`src/rtl/load_store_unit.sv`:
```
// Load/store unit: runs one load or store per start over a req/ack data-memory port.
// Latency: a faulting access completes one cycle after start; otherwise done follows mem_ack by one cycle.
// Backpressure: mem_req is held until mem_ack or the wait-cycle abort; start is ignored whenever busy.
// Ports: clk/reset (sync, active-high); start/is_store/funct3/addr/store_data request from control FSM;
//        busy/done/misaligned/illegal/timeout status; load_data extended load result;
//        mem_req/mem_we/mem_addr/mem_wdata/mem_be/mem_ack/mem_rdata data-memory port.
module load_store_unit #(
  parameter int XLEN           = 32,
  parameter int TIMEOUT_CYCLES = 255,
  parameter int CNT_W          = 8
) (
  input  logic            clk,
  input  logic            reset,
  input  logic            start,
  input  logic            is_store,
  input  logic [2:0]      funct3,
  input  logic [XLEN-1:0] addr,
  input  logic [XLEN-1:0] store_data,
  output logic            busy,
  output logic            done,
  output logic [XLEN-1:0] load_data,
  output logic            misaligned,
  output logic            illegal,
  output logic            timeout,
  output logic            mem_req,
  output logic            mem_we,
  output logic [XLEN-1:0] mem_addr,
  output logic [XLEN-1:0] mem_wdata,
  output logic [3:0]      mem_be,
  input  logic            mem_ack,
  input  logic [XLEN-1:0] mem_rdata
);

  typedef enum logic [1:0] {IDLE, WAIT, RESP} state_t;

  state_t           state, state_next;
  logic [CNT_W-1:0] cnt;
  logic             we_q, unsigned_q;
  logic [1:0]       size_q, lo_q;
  logic [XLEN-1:0]  addr_q, wdata_q, load_q;
  logic [3:0]       be_q;
  logic             mis_q, ill_q, to_q;

  // Request decode, evaluated on the raw inputs so it can be latched with start
  logic [1:0]      size_in;
  logic            legal_in, mis_in;
  logic [3:0]      be_in;
  logic [XLEN-1:0] wdata_in;

  always_comb begin
    size_in = funct3[1:0];
    if (is_store) legal_in = (funct3 == 3'b000) || (funct3 == 3'b001) || (funct3 == 3'b010);
    else          legal_in = (funct3 == 3'b000) || (funct3 == 3'b001) || (funct3 == 3'b010) ||
                             (funct3 == 3'b100) || (funct3 == 3'b101);
    // Alignment is only meaningful for a legal encoding; illegal ops report illegal alone
    mis_in = legal_in && (((size_in == 2'b01) && addr[0]) ||
                          ((size_in == 2'b10) && (addr[1:0] != 2'b00)));
    case (size_in)
      2'b00: begin
        be_in    = 4'b0001 << addr[1:0];
        wdata_in = XLEN'({4{store_data[7:0]}});
      end
      2'b01: begin
        be_in    = addr[1] ? 4'b1100 : 4'b0011;
        wdata_in = XLEN'({2{store_data[15:0]}});
      end
      default: begin
        be_in    = 4'b1111;
        wdata_in = store_data;
      end
    endcase
  end

  // Load alignment and extension from the latched access shape
  logic [7:0]      rd_byte;
  logic [15:0]     rd_half;
  logic [XLEN-1:0] load_ext;

  always_comb begin
    rd_byte = mem_rdata[{lo_q, 3'b000} +: 8];
    rd_half = mem_rdata[{lo_q[1], 4'b0000} +: 16];
    case (size_q)
      2'b00:   load_ext = {{(XLEN-8){~unsigned_q & rd_byte[7]}}, rd_byte};
      2'b01:   load_ext = {{(XLEN-16){~unsigned_q & rd_half[15]}}, rd_half};
      default: load_ext = mem_rdata;
    endcase
  end

  logic timeout_hit;
  assign timeout_hit = (cnt == CNT_W'(TIMEOUT_CYCLES));

  always_ff @(posedge clk) begin
    if (reset) state <= IDLE;
    else       state <= state_next;
  end

  always_comb begin
    state_next = state;
    case (state)
      IDLE: if (start) state_next = (!legal_in || mis_in) ? RESP : WAIT;
      // Ack is tested first so an ack on the threshold cycle completes normally
      WAIT: if (mem_ack || timeout_hit) state_next = RESP;
      RESP: state_next = IDLE;
      default: state_next = IDLE;
    endcase
  end

  always_ff @(posedge clk) begin
    if (reset) begin
      cnt        <= '0;
      we_q       <= 1'b0;
      unsigned_q <= 1'b0;
      size_q     <= 2'b00;
      lo_q       <= 2'b00;
      addr_q     <= '0;
      wdata_q    <= '0;
      be_q       <= 4'b0000;
      load_q     <= '0;
      mis_q      <= 1'b0;
      ill_q      <= 1'b0;
      to_q       <= 1'b0;
    end else begin
      case (state)
        IDLE: if (start) begin
          we_q       <= is_store;
          unsigned_q <= funct3[2];
          size_q     <= size_in;
          lo_q       <= addr[1:0];
          addr_q     <= {addr[XLEN-1:2], 2'b00};
          wdata_q    <= wdata_in;
          be_q       <= be_in;
          ill_q      <= !legal_in;
          mis_q      <= mis_in;
          to_q       <= 1'b0;
          cnt        <= '0;
        end
        WAIT: begin
          if (mem_ack) begin
            // Stores leave the previous load result in place
            if (!we_q) load_q <= load_ext;
          end else if (timeout_hit) begin
            to_q <= 1'b1;
          end else begin
            cnt <= cnt + 1'b1;
          end
        end
        default: ;
      endcase
    end
  end

  assign busy       = (state != IDLE);
  assign done       = (state == RESP);
  assign misaligned = done & mis_q;
  assign illegal    = done & ill_q;
  assign timeout    = done & to_q;
  assign mem_req    = (state == WAIT);
  assign mem_we     = mem_req & we_q;
  assign mem_addr   = addr_q;
  assign mem_wdata  = wdata_q;
  assign mem_be     = be_q;
  assign load_data  = load_q;

endmodule

```
`config.mk`:
```
export PLATFORM = sky130hd
export DESIGN_NAME = load_store_unit
export DESIGN_NICKNAME = d
export VERILOG_FILES = /design/src/rtl/load_store_unit.sv
export SDC_FILE = /design/constraint.sdc
export NUM_CORES = 1
export LEC_CHECK = 0
export ABC_AREA = 1
export BUFFER_PORTS_ARGS = -buffer_cell sky130_fd_sc_hd__buf_2
export CAP_MARGIN = 20
export CELL_PAD_IN_SITES_DETAIL_PLACEMENT = 1
export CELL_PAD_IN_SITES_GLOBAL_PLACEMENT = 2
export CORE_ASPECT_RATIO = 0.8
export CORE_MARGIN = 2
export CORE_UTILIZATION = 25
export DETAILED_ROUTE_END_ITERATION = 16
export MAX_ROUTING_LAYER = met4
export PLACE_DENSITY_LB_ADDON = 0.1
export SETUP_SLACK_MARGIN = 0.5
export SLEW_MARGIN = 20
export SYNTH_ARGS = -nofsm -noshare
export SYNTH_HDL_FRONTEND = slang
export SYNTH_SLANG_ARGS = --single-unit
```
`constraint.sdc`:
```
create_clock -name clk -period 1.6 [get_ports clk]
set_input_delay 0.24 -clock clk [delete_from_list [all_inputs] [get_ports clk]]
set_output_delay 0.24 -clock clk [all_outputs]
set_load 0.02 [all_outputs]
```
# Word level (Yosys, flattened, before mapping)
# Index checks and enable logic that the tools add are counted.
word_totals:
  output_inout_bits: 107
  word_cells: 80
  regBits: 117
  input_bits: 104
classes:
  add_sub_neg: 1
  n_shift: 3
  muxes: 17
  n_eq_ne: 15
  n_reduce_logical: 23
  bitwise: 8
ops:
  columns: ["op", "count"]
  rows:
  - ["32-bit one-hot mux with 2 select lines", 2]
  - ["32-bit by 6-bit indexed part select with 16-bit output", 1]
  - ["32-bit by 6-bit indexed part select with 8-bit output", 1]
  - ["8-bit 2-to-1 mux", 3]
  - ["8-bit one-hot mux with 2 select lines", 1]
  - ["8-bit by 1-bit adder with 8-bit output (second input constant)", 1]
  - ["8-bit == test (second input constant)", 1]
  - ["4-bit one-hot mux with 2 select lines", 1]
  - ["4-bit AND reduction", 2]
  - ["1-bit logical OR", 7]
  - ["1-bit AND", 6]
  - ["2-bit by 1-bit == test with 1-bit output (second input constant)", 3]
  - ["3-bit == test (second input constant)", 2]
  - ["2-bit zero test", 3]
  - ["2-bit 2-to-1 mux", 3]
  - ["2-bit != test (second input constant)", 3]
  - ["2-bit nonzero test", 3]
  - ["2-bit == test (second input constant)", 2]
  - ["1-bit 2-to-1 mux", 4]
  - ["4-bit 2-to-1 mux", 1]
  - ["2-bit by 1-bit != test with 1-bit output (second input constant)", 2]
  - ["2-bit one-hot mux with 2 select lines", 1]
  - ["2-bit AND reduction", 2]
  - ["1-bit by 2-bit left shift with 4-bit output (first input constant)", 1]
  - ["8 further kinds", 11]

# Longest topological paths before layout
depth:
  ltp_word: 11
  depth_mapped: 10
  ltp_nobuf: 10

# Least setup slack after synthesis
# Ideal clock, no wire load.
synth_path:
  path_type: "register to output"
  from: "reg state[1]"
  to: "out illegal"
  path_slack_ps: 120
  arrival_ps: 1240
  stages_incl_launch_ff: 5
  required_ps: 1360
  n_path_buf: 0
  path_cell_list: "dfxtp_1 inv_1 nor2_1 inv_1 nor2_1"
synth_via:
  elab_chain_cells: 2
synth_rtl:
  columns: ["item", "line", "text"]
  rows:
  - ["start: declaration", "36", "state_t state, state_next;"]
  - ["start signal: assignment", "94", "else state <= state_next;"]
  - ["2-bit == test", "153", "assign done = (state == RESP);"]
  - ["net done", "20", "output logic done,"]
  - ["1-bit AND", "155", "assign illegal = done & ill_q;"]
  - ["end: declaration", "23", "output logic illegal,"]
# The timed path passes the listed nets, and every way through them passes these cells.

# Final worst setup path
layout_path:
  from: "reg state[0]"
  to: "reg be_q[2], in the netlist mem_be[2]"
layout_via:
  elab_chain_cells: 2
layout_rtl:
  columns: ["item", "line", "text"]
  rows:
  - ["2-bit zero test", "123", "case (state)"]
  - ["2-bit AND reduction (no line)", null, null]
  - ["end signal: assignment", "131", "be_q <= be_in;"]
  - ["end: declaration", "41", "logic [3:0] be_q;"]
# Every way passes these cells.
# A chain may end at the register's enable or synchronous reset.

==> results.cfg <==
[place]
pre_cts_ws_ps = -117
hpwlAfterDp_um = 15000
place.gp.congestion = 0.773
portBuffers = 208
dpl_cell_area_um2 = 6700

[floorplan]
die-area_um2 = 22100
row_count = 47
die_h_um = 133
die_w_um = 166
core-area_um2 = 20600
initial_core_util = 0.254
pin_count = 211

[synthesis]
ys_ff_latch = 117
synth_cells = 732
yosysMostFrequentCell = nand2_1
avgSynthCellArea_um2 = 7.13
async_flop_share = 0
synth_top_area_cell = dfxtp_1
synth_cell_type_count = 33
yosysSeqAreaShare = 0.449
yosys-top-cells-count = 136 x nand2_1, 120 x nor2_1, 117 x dfxtp_1
synth_edf_count = 0
yosys_warnings = 0
synthTopCellsByArea = dfxtp_1 45%, nand2_1 9.8%, nor2_1 8.6%
synth_area_um2 = 5220
dominantRegCellSynth = dfxtp_1
synth_top_cell_area_share = 0.449

[pwr]
p_int_w = 0.00701
p_comb_frac = 0.279
total_leakage_power_nw = 4.54
total_power_w = 0.0103
powerDensity_nw_per_um2 = 1010
seqPwrFrac = 0.325
max-vdd-ir-drop_mv = 0.597
switchingPower_w = 0.00332
netSwitchingFraction = 0.321
pwr-share-clk = 0.395

[timing]
finalHoldViolCount = 0
fin_skew_ps = 12.5
period_share = 0.963
final-setup-viol-count = 0
tightestPinTransition_ps = 637
min_period_ps = 1540
drv_slew = 0
fin_setup_tns_ps = 0
rsz0062_at_grt = yes
slew_headroom = 0.575
layout_setup_ws_ps = 59.0
fmax_mhz = 649

[finish]
design_area_um2 = 10300
fill_cells = 2393
drive_above_1_share = 0.615
fin_nets = 1132
area_delta_synth_final_pct = 96.6

[worst_setup_path]
cp_slowest_cell = dfxtp_4
path_max_fanout = 6
crit_type = flip-flop to flip-flop
end_kind = flip-flop
critPathBufInv = 3
worstPathRequired_ps = 1930
path_delay_family = buffers and inverters
path_cells = buf_6 > nor2_4 > nand2_4 > buf_16 > buf_6 > nor2_4 > o21ai_0 > a31oi_1
arrival_ps = 1870
cp-start-kind = flip-flop
cp_slowest_stage_delay_ps = 350

[status]
run_status = finished clean

[drt]
vias = 6255
wl_per_cell_um = 19.5
drtIter0Drc = 369
wl_um = 25600
dr.pass1.iters = 4
postRouteAntennaNets = 0
drcViolationCount = 0
viasPerCell = 4.76

[grt]
grt_max_degree = 51
grt_pass1_wl_um = 37100
grt-ovfl-total = 0
grt_pass1_vias = 6517
grt_usage = 0.230
antenna_found_initial = 4

[clock_tree]
h-tree-depth = 4
clk_pin_slew_ps = 60
holdBufCountCts = 0
cts_tree = yes
cts_root_buffer = clkbuf_16
cts_buffers = 17
clock_path_buffers = 2
clkSinkCount = 117
worst_skew_pair.late_latency_ps = 430

[run]
drv_cap = 0

[hold_path]
hold_class = primary input to flip-flop
==> registers in the layout, indices dropped and copies added (netlist names), 2 cells and up <==
name,cells
mem_be,4
load_data,32
mem_addr,30
mem_wdata,32
lo_q,2
cnt,8
state,2
size_q,2
==> worst paths after layout <==
path | endpoint | slack, ps | from | cells after the start
setup / recovery | mem_be[2] | 60 | state[0] | 8
hold / removal | mem_wdata[28] | 30 | store_data[28] | 3
setup reg to reg | mem_be[2] | 60 | state[0] | 8
hold reg to reg | mem_wdata[20] | 480 | mem_wdata[20] | 2
==> metrics by stage <==
step           std cells  hold slack, ps  utilization
2_1_floorplan        733             378            -
3_3_place_gp        1185             445        0.326
3_5_place_dp        1185             466        0.326
4_1_cts             1277            25.6        0.440
5_1_grt             1313            45.8        0.499
6_report            1313            34.4        0.499
==> layout by cell type, fill, tap and decap left out, drive strengths merged, types with 2 or more instances in the layout <==
cell / synthesis / final
conb: 1 / 2
a21oi: 74 / 74
nor3: 2 / 2
buf: 29 / 314
inv: 62 / 65
a22o: 8 / 8
diode: 0 / 4
dfxtp: 117 / 117
o22ai: 9 / 9
a31oi: 6 / 6
o21ai: 90 / 90
clkbuf: 15 / 21
nand3: 35 / 35
bufinv: 0 / 3
nor2: 126 / 128
clkinv: 0 / 6
nand2: 141 / 142
o211ai: 13 / 13
==> routing by layer <==
| metal | share of wire | GRT usage | vias up |
|---|---|---|---|
| met5 | 0 | - | - |
| li1 | - | - | 3025 |
| met2 | 0.48 | 0.355 | 165 |
| met4 | 0.015 | 0.0565 | 0 |
| met3 | 0.049 | 0.0560 | 27 |
| met1 | 0.46 | 0.302 | 3038 |
==> power by group through the flow <==
stage | combinational [W] | sequential, W | clock, W
6_report | 0.00289 | 0.00336 | 0.00409
5_1_grt | 0.00308 | 0.00338 | 0.00429
4_1_cts | 0.00246 | 0.00330 | 0.00414
3_5_place_dp | 0.00167 | 0.00333 | 0
3_3_place_gp | 0.00164 | 0.00332 | 0
2_1_floorplan | 0.000766 | 0.00356 | 0
==> area by class of cell <==
class	count	area, um^2	share of cell area
Tap cell	269	337	0.0328
Inverter	62	278	0.0271
Sequential cell	117	2480	0.242
Clock buffer	19	433	0.0422
Timing Repair Buffer	316	3250	0.316
Clock inverter	13	170	0.0166
Multi-Input combinational cell	513	3310	0.322
Antenna cell	4	10.0	0.000975
==> repair_timing <==
action | CTS | global route
endpoints found under the hold margin | 0 | 0
setup buffers | 42 | 29
pin swaps | 19 | 54
setup endpoints to repair | 222 | 222
gates resized for setup | 337 | 267
gates cloned | 18 | 3
==> kinds of logic (layout without fill, tap and decap cells) <==
| group | Yosys count | in the layout | synth area share |
|---|---|---|---|
| other | 1 | 6 | 0.000718 |
| AOI/OAI and AO/OA | 202 | 202 | 0.216 |
| DFF | 117 | 117 | 0.449 |
| adders and majority gates | 1 | 1 | 0.00240 |
| xor gates and xnor gates | 1 | 1 | 0.00168 |
| buffers and inverters | 106 | 410 | 0.0899 |
| and+or+nand+nor | 304 | 307 | 0.241 |
==> worst reg2reg max path, cell delays in order (launching register included) <==
cell and delay (ps):
dfxtp_4 350, buf_6 130, nor2_4 110, nand2_4 140
buf_16 190, buf_6 130, nor2_4 120, o21ai_0 110
a31oi_1 170
No activity file was read; power rests on OpenSTA's default activity.
